--- src/rtl/plm_pkg.sv ---
// rtl/plm_pkg.sv - shared state type and widths for period_lock_monitor
package plm_pkg;

    typedef enum logic [1:0] {
        IDLE    = 2'd0,
        ACQUIRE = 2'd1,
        LOCKED  = 2'd2,
        HOLD    = 2'd3
    } plm_state_e;

    localparam int CNT_W  = 8;
    localparam int LOSS_W = 16;

endpackage

--- src/rtl/plm_watchdog.sv ---
// rtl/plm_watchdog.sv - saturating cycles-since-sample counter with expiry strobe
module plm_watchdog #(
    parameter int TIMEOUT_CYC = 1024
) (
    input  logic clk,
    input  logic rst_n,
    input  logic clr,
    output logic expire
);

    localparam int              WD_W    = $clog2(TIMEOUT_CYC + 1);
    localparam logic [WD_W-1:0] WD_MAX  = WD_W'(TIMEOUT_CYC);
    localparam logic [WD_W-1:0] WD_LAST = WD_W'(TIMEOUT_CYC - 1);

    logic [WD_W-1:0] wd_cnt_q;
    logic [WD_W-1:0] wd_cnt_d;

    always_comb begin
        wd_cnt_d = wd_cnt_q;
        if (clr) begin
            wd_cnt_d = '0;
        end else if (wd_cnt_q != WD_MAX) begin
            wd_cnt_d = wd_cnt_q + WD_W'(1);
        end
    end

    // Strobes on the edge where the count reaches its limit; a clear wins.
    assign expire = !clr && (wd_cnt_q == WD_LAST);

    always_ff @(posedge clk) begin
        if (!rst_n) begin
            wd_cnt_q <= '0;
        end else begin
            wd_cnt_q <= wd_cnt_d;
        end
    end

endmodule

--- src/rtl/period_lock_monitor.sv ---
// rtl/period_lock_monitor.sv - lock detector over period samples; PLM_STATS_EN adds loss/deviation stats
module period_lock_monitor
    import plm_pkg::*;
#(
    parameter int W           = 32,
    parameter int TOL         = 50,
    parameter int LOCK_CNT    = 8,
    parameter int UNLOCK_MISS = 3,
    parameter int TIMEOUT_CYC = 1024
) (
    input  logic         clk,
    input  logic         RST_N,
    input  logic         period_vld,
    input  logic [W-1:0] period_in,
    output logic         locked,
    output logic [1:0]   lock_state,
    output logic [W-1:0] ref_period,
    output logic         lock_lost,
    output logic         timeout
`ifdef PLM_STATS_EN
    ,
    output logic [LOSS_W-1:0] lock_loss_cnt,
    output logic [W-1:0]      max_dev
`endif
);

    localparam logic [CNT_W-1:0] LOCK_CNT_C    = CNT_W'(LOCK_CNT);
    localparam logic [CNT_W-1:0] UNLOCK_MISS_C = CNT_W'(UNLOCK_MISS);
    localparam logic [W:0]       TOL_C         = (W + 1)'(TOL);

    plm_state_e       state_q, state_d;
    logic [W-1:0]     ref_q, ref_d;
    logic [CNT_W-1:0] stable_cnt_q, stable_cnt_d;
    logic [CNT_W-1:0] miss_cnt_q, miss_cnt_d;
    logic             locked_q, locked_d;
    logic             lock_lost_q, lock_lost_d;
    logic             timeout_q, timeout_d;
    logic             drop;
    logic             wd_expire;
    logic [W:0]       dev;
    logic             in_tol;

    plm_watchdog #(
        .TIMEOUT_CYC(TIMEOUT_CYC)
    ) u_watchdog (
        .clk   (clk),
        .rst_n (RST_N),
        .clr   (period_vld),
        .expire(wd_expire)
    );

    assign dev    = (period_in >= ref_q) ? ({1'b0, period_in} - {1'b0, ref_q})
                                         : ({1'b0, ref_q} - {1'b0, period_in});
    assign in_tol = (dev <= TOL_C);

    always_comb begin
        state_d      = state_q;
        ref_d        = ref_q;
        stable_cnt_d = stable_cnt_q;
        miss_cnt_d   = miss_cnt_q;
        locked_d     = locked_q;
        lock_lost_d  = 1'b0;
        timeout_d    = 1'b0;
        drop         = 1'b0;

        if (period_vld) begin
            if (period_in == '0) begin
                drop = 1'b1;
            end else begin
                case (state_q)
                    IDLE: begin
                        ref_d        = period_in;
                        stable_cnt_d = '0;
                        state_d      = ACQUIRE;
                    end
                    ACQUIRE: begin
                        ref_d = period_in;
                        if (in_tol) begin
                            stable_cnt_d = stable_cnt_q + CNT_W'(1);
                            if (stable_cnt_d == LOCK_CNT_C) begin
                                state_d  = LOCKED;
                                locked_d = 1'b1;
                            end
                        end else begin
                            stable_cnt_d = '0;
                        end
                    end
                    LOCKED: begin
                        if (in_tol) begin
                            ref_d      = period_in;
                            miss_cnt_d = '0;
                        end else begin
                            miss_cnt_d = CNT_W'(1);
                            if (UNLOCK_MISS > 1) begin
                                state_d = HOLD;
                            end else begin
                                drop = 1'b1;
                            end
                        end
                    end
                    HOLD: begin
                        // Reference stays frozen at the last good sample until recovery.
                        if (in_tol) begin
                            ref_d      = period_in;
                            miss_cnt_d = '0;
                            state_d    = LOCKED;
                        end else begin
                            miss_cnt_d = miss_cnt_q + CNT_W'(1);
                            if (miss_cnt_d == UNLOCK_MISS_C) begin
                                drop = 1'b1;
                            end
                        end
                    end
                    default: drop = 1'b1;
                endcase
            end
        end else if (wd_expire && (state_q != IDLE)) begin
            timeout_d = 1'b1;
            drop      = 1'b1;
        end

        if (drop) begin
            state_d      = IDLE;
            ref_d        = '0;
            stable_cnt_d = '0;
            miss_cnt_d   = '0;
            locked_d     = 1'b0;
            lock_lost_d  = (state_q == LOCKED) || (state_q == HOLD);
        end
    end

    always_ff @(posedge clk) begin
        if (!RST_N) begin
            state_q      <= IDLE;
            ref_q        <= '0;
            stable_cnt_q <= '0;
            miss_cnt_q   <= '0;
            locked_q     <= 1'b0;
            lock_lost_q  <= 1'b0;
            timeout_q    <= 1'b0;
        end else begin
            state_q      <= state_d;
            ref_q        <= ref_d;
            stable_cnt_q <= stable_cnt_d;
            miss_cnt_q   <= miss_cnt_d;
            locked_q     <= locked_d;
            lock_lost_q  <= lock_lost_d;
            timeout_q    <= timeout_d;
        end
    end

    assign locked     = locked_q;
    assign lock_state = state_q;
    assign ref_period = ref_q;
    assign lock_lost  = lock_lost_q;
    assign timeout    = timeout_q;

`ifdef PLM_STATS_EN
    logic [LOSS_W-1:0] loss_cnt_q, loss_cnt_d;
    logic [W-1:0]      max_dev_q, max_dev_d;

    always_comb begin
        loss_cnt_d = loss_cnt_q;
        max_dev_d  = max_dev_q;
        if (lock_lost_d && (loss_cnt_q != '1)) begin
            loss_cnt_d = loss_cnt_q + LOSS_W'(1);
        end
        // dev never exceeds W bits since both operands are W-bit unsigned.
        if (period_vld && ((state_q == LOCKED) || (state_q == HOLD)) && (dev[W-1:0] > max_dev_q)) begin
            max_dev_d = dev[W-1:0];
        end
    end

    always_ff @(posedge clk) begin
        if (!RST_N) begin
            loss_cnt_q <= '0;
            max_dev_q  <= '0;
        end else begin
            loss_cnt_q <= loss_cnt_d;
            max_dev_q  <= max_dev_d;
        end
    end

    assign lock_loss_cnt = loss_cnt_q;
    assign max_dev       = max_dev_q;
`endif

endmodule

--- config.mk ---
export PLATFORM = sky130hd
export DESIGN_NAME = period_lock_monitor
export DESIGN_NICKNAME = d
export VERILOG_FILES = /design/src/rtl/plm_pkg.sv /design/src/rtl/plm_watchdog.sv /design/src/rtl/period_lock_monitor.sv
export SDC_FILE = /design/constraint.sdc
export NUM_CORES = 1
export LEC_CHECK = 0
export ABC_AREA = 1
export BUFFER_PORTS_ARGS = -buffer_cell sky130_fd_sc_hd__buf_2
export CORE_ASPECT_RATIO = 1.25
export CORE_UTILIZATION = 55
export CTS_CLUSTER_DIAMETER = 120
export CTS_CLUSTER_SIZE = 24
export DETAILED_ROUTE_END_ITERATION = 10
export PLACE_DENSITY_LB_ADDON = 0.25
export REMOVE_ABC_BUFFERS = 1
export SKIP_CTS_REPAIR_TIMING = 1
export SYNTH_ARGS = -nofsm -noshare
export SYNTH_HDL_FRONTEND = slang
export SYNTH_SLANG_ARGS = --single-unit
--- constraint.sdc ---
create_clock -name clk -period 5.6 [get_ports clk]
set_input_delay 0.56 -clock clk [delete_from_list [all_inputs] [get_ports clk]]
set_output_delay 0.56 -clock clk [all_outputs]
set_load 0.1 [all_outputs]
==> flow_summary.ini <==
[synthesis]
synth_top_cell_area_share_pct = 25.87
syn_area_sq_um = 8559
syn_inst = 1583
ys_seq_area_share_pct = 14.97
ys_warn_count = 0
dominantRegCellSynth = dfxtp_1
synth_edf_count = 0
synth_common_cells = nand2_1 (590), inv_1 (341), nor2_1 (131), nand3_1 (111), ha_1 (69)
synthArstFlopShare_pct = 0
avgSynthCellArea_sq_um = 5.407
synth_top_area_cell = nand2_1
synth_most_common_cell = nand2_1
ys_ff_latch = 64
ys_types = 43
ys_top_cells_by_area = nand2_1 (26%), dfxtp_1 (15%), inv_1 (15%)

[setup_path]
critical_path.most_common_cell = nand2_1
crit_buf_inv = 3
cp_slowest_cell = nand2_2
crit_arrival_ns = 4.37
cpPeakStageDelay_ns = 0.46
worstPathRequired_ns = 5.84
cp-end-kind = register
critical_path_class = in2reg
reg2regPathDepth = 24
path_max_fanout = 32
r2r_slack_ns = 1.50
start_kind = input pin
r2r-end = ref_period[23]
worstReg2RegStart = ref_period[6]
cp_top_family = simple AND/OR/NAND/NOR gates

[timing]
slew_headroom_pct = 34.93
setup_viol = 0
hold_viol_final = 0
maxSlewViolCount = 0
setup_tns_ns = 0
rsz0062_at_grt = false
finClkSkew_ns = 0.01279
fin_crit_ns = 4.132
final.period_utilization_pct = 73.78
fmax_mhz = 242.0
worst_pin_slew_ns = 0.9671

[floorplan]
die_x_um = 113.6
fp.dieH_um = 141.5
initial_core_util_pct = 56.77
die-area_sq_um = 16070
pin_count = 72
core_area_sq_um = 15080
num_rows = 50

[clock_tree]
htree_levels = 3
clk-insertion-delay-late_ns = 0.35
cts_tree = built
root_buffer = clkbuf_16
cts.sinks = 64
clk_pin_slew_ns = 0.06
cts_made_buffers = 9
clock_path_buffers = 2

[route]
first_iter_violations = 753
via_count = 9542
avgViaCountPerCell = 5.149
detail-route-antenna-nets = 0
dr.pass1.iters = 5
wl_mm = 26.85
wire_per_inst_um = 14.49
drc = 0

[hold_path]
min_path_cells = 2
hp-start = u_watchdog.wd_cnt_q[4]
hold_path_class = reg2reg
hold_end = u_watchdog.wd_cnt_q[4]

[run_status]
status = completed

[pwr]
p_leak_nw = 5.344
power_density_nw_per_um2 = 192.7
ir_worst_vdd_mv = 0.1708

[final_layout]
final_area_sq_um = 9325
fin_nets = 1746
drive_above_1_share_pct = 8.389
area_growth_pct = 8.946
stdcell_count = 1853
antennaDiodeCount = 0

[place]
port_buffers = 71
finalWeightedCongestion = 1.014
dpl.cell_count = 1837
hpwl_mm = 22.21
dpl-instance-area_sq_um = 9020

[job]
maxCapViolCount = 0

[global_routing]
grt_usage_pct = 34.68
grt_pass1_wl_mm = 43.73
grt_pass1_vias = 9099
grt-ovfl-total = 0
antenna_found_initial = 0
grt_start_max_net_pins = 37
worst min-delay path: cells and delay by family (launching register included):
family,cells,cell delay [ns]
buffers and inverters,1,0.07
AOI/OAI and AO/OA,1,0.06
DFF,1,0.31
where the power goes:
group	leakage (nW)	total [mW]	internal, mW	switching [mW]
clock network	0.142	0.590	0.348	0.241
registers	0.521	0.482	0.468	0.0139
logic	4.68	0.725	0.206	0.519
cell type report:
class	instances	area, sq um
clock buffer	9	225.2
clock inverter	7	80.08
fill	1628	5752
inverter	346	1304
multi-input combinational	1145	5784
sequential	64	1281
tap	208	260.3
timing repair buffer	74	390.4
per-stage QoR:
| step | util, % | hold WS, ns | setup WS (ns) | power (mW) |
|---|---|---|---|---|
| finish | 61.85 | 0.4844 | 1.468 | 1.797 |
| global route | 61.85 | 0.5031 | 1.082 | 1.908 |
| CTS | 61.85 | 0.4855 | 1.550 | 1.796 |
| detailed placement | 59.83 | 0.4760 | 1.203 | 1.203 |
| global placement | 59.83 | 0.4619 | 1.297 | 1.199 |
| floorplan | - | 0.4440 | 1.437 | 1.015 |
cell usage in the layout (no fill, tap or decap), drive strengths merged:
cell type,netlist,routed
dfxtp,64,64
a22oi,1,1
o21ai,27,27
nand3b,5,5
and2,2,2
nor2,153,153
nand3,113,113
clkbuf,7,9
nor3,13,13
o22ai,8,8
buf,21,74
ha,69,69
bufinv,0,1
clkinvlp,0,2
fa,2,2
inv,344,345
xnor2,5,5
o21a,2,2
xor2,33,33
o21bai,7,7
clkinv,2,5
a21oi,57,57
a21o,2,2
o211ai,1,1
or2,2,2
nor4,13,13
and3,1,1
nand2,606,606
nand4,23,23
per-layer routing:
metal	GRT usage [%]	share of wire (%)	vias to the layer above
met5	0	0	-
met4	14.68	3.2	0
met3	4.058	6.0	66
met2	59.24	47	275
met1	43.86	44	4300
li1	-	-	4901
state kept, by name, summed over array words and instances (netlist names):
signal	count
lock_lost	1
miss_cnt_q	8
stable_cnt_q	8
locked	1
u_watchdog.wd_cnt_q	11
lock_state	2
timeout	1
ref_period	32
logic make-up (layout without fill, tap and decap cells):
logic type / after synthesis / after routing / synth area share (%)
simple gates: 931 / 931 / 46.41
buf+inv: 374 / 436 / 17.45
compound gates: 105 / 105 / 6.724
fa+ha+maj: 71 / 71 / 10.55
flops: 64 / 64 / 14.97
xor+xnor: 38 / 38 / 3.888
worst max path at each step:
| stage | start | endpoint | slack (ns) | cells after the start |
|---|---|---|---|---|
| finish | period_in[6] | ref_period[23] | 1.47 | 26 |
| global route | ref_period[0] | ref_period[12] | 1.08 | 27 |
| CTS | ref_period[0] | ref_period[27] | 1.55 | 27 |
| detailed placement | period_in[6] | ref_period[27] | 1.20 | 26 |
| global placement | period_in[6] | ref_period[29] | 1.30 | 26 |
| floorplan | ref_period[8] | ref_period[20] | 1.44 | 22 |
Note: power is estimated with default switching activity, not from simulation.
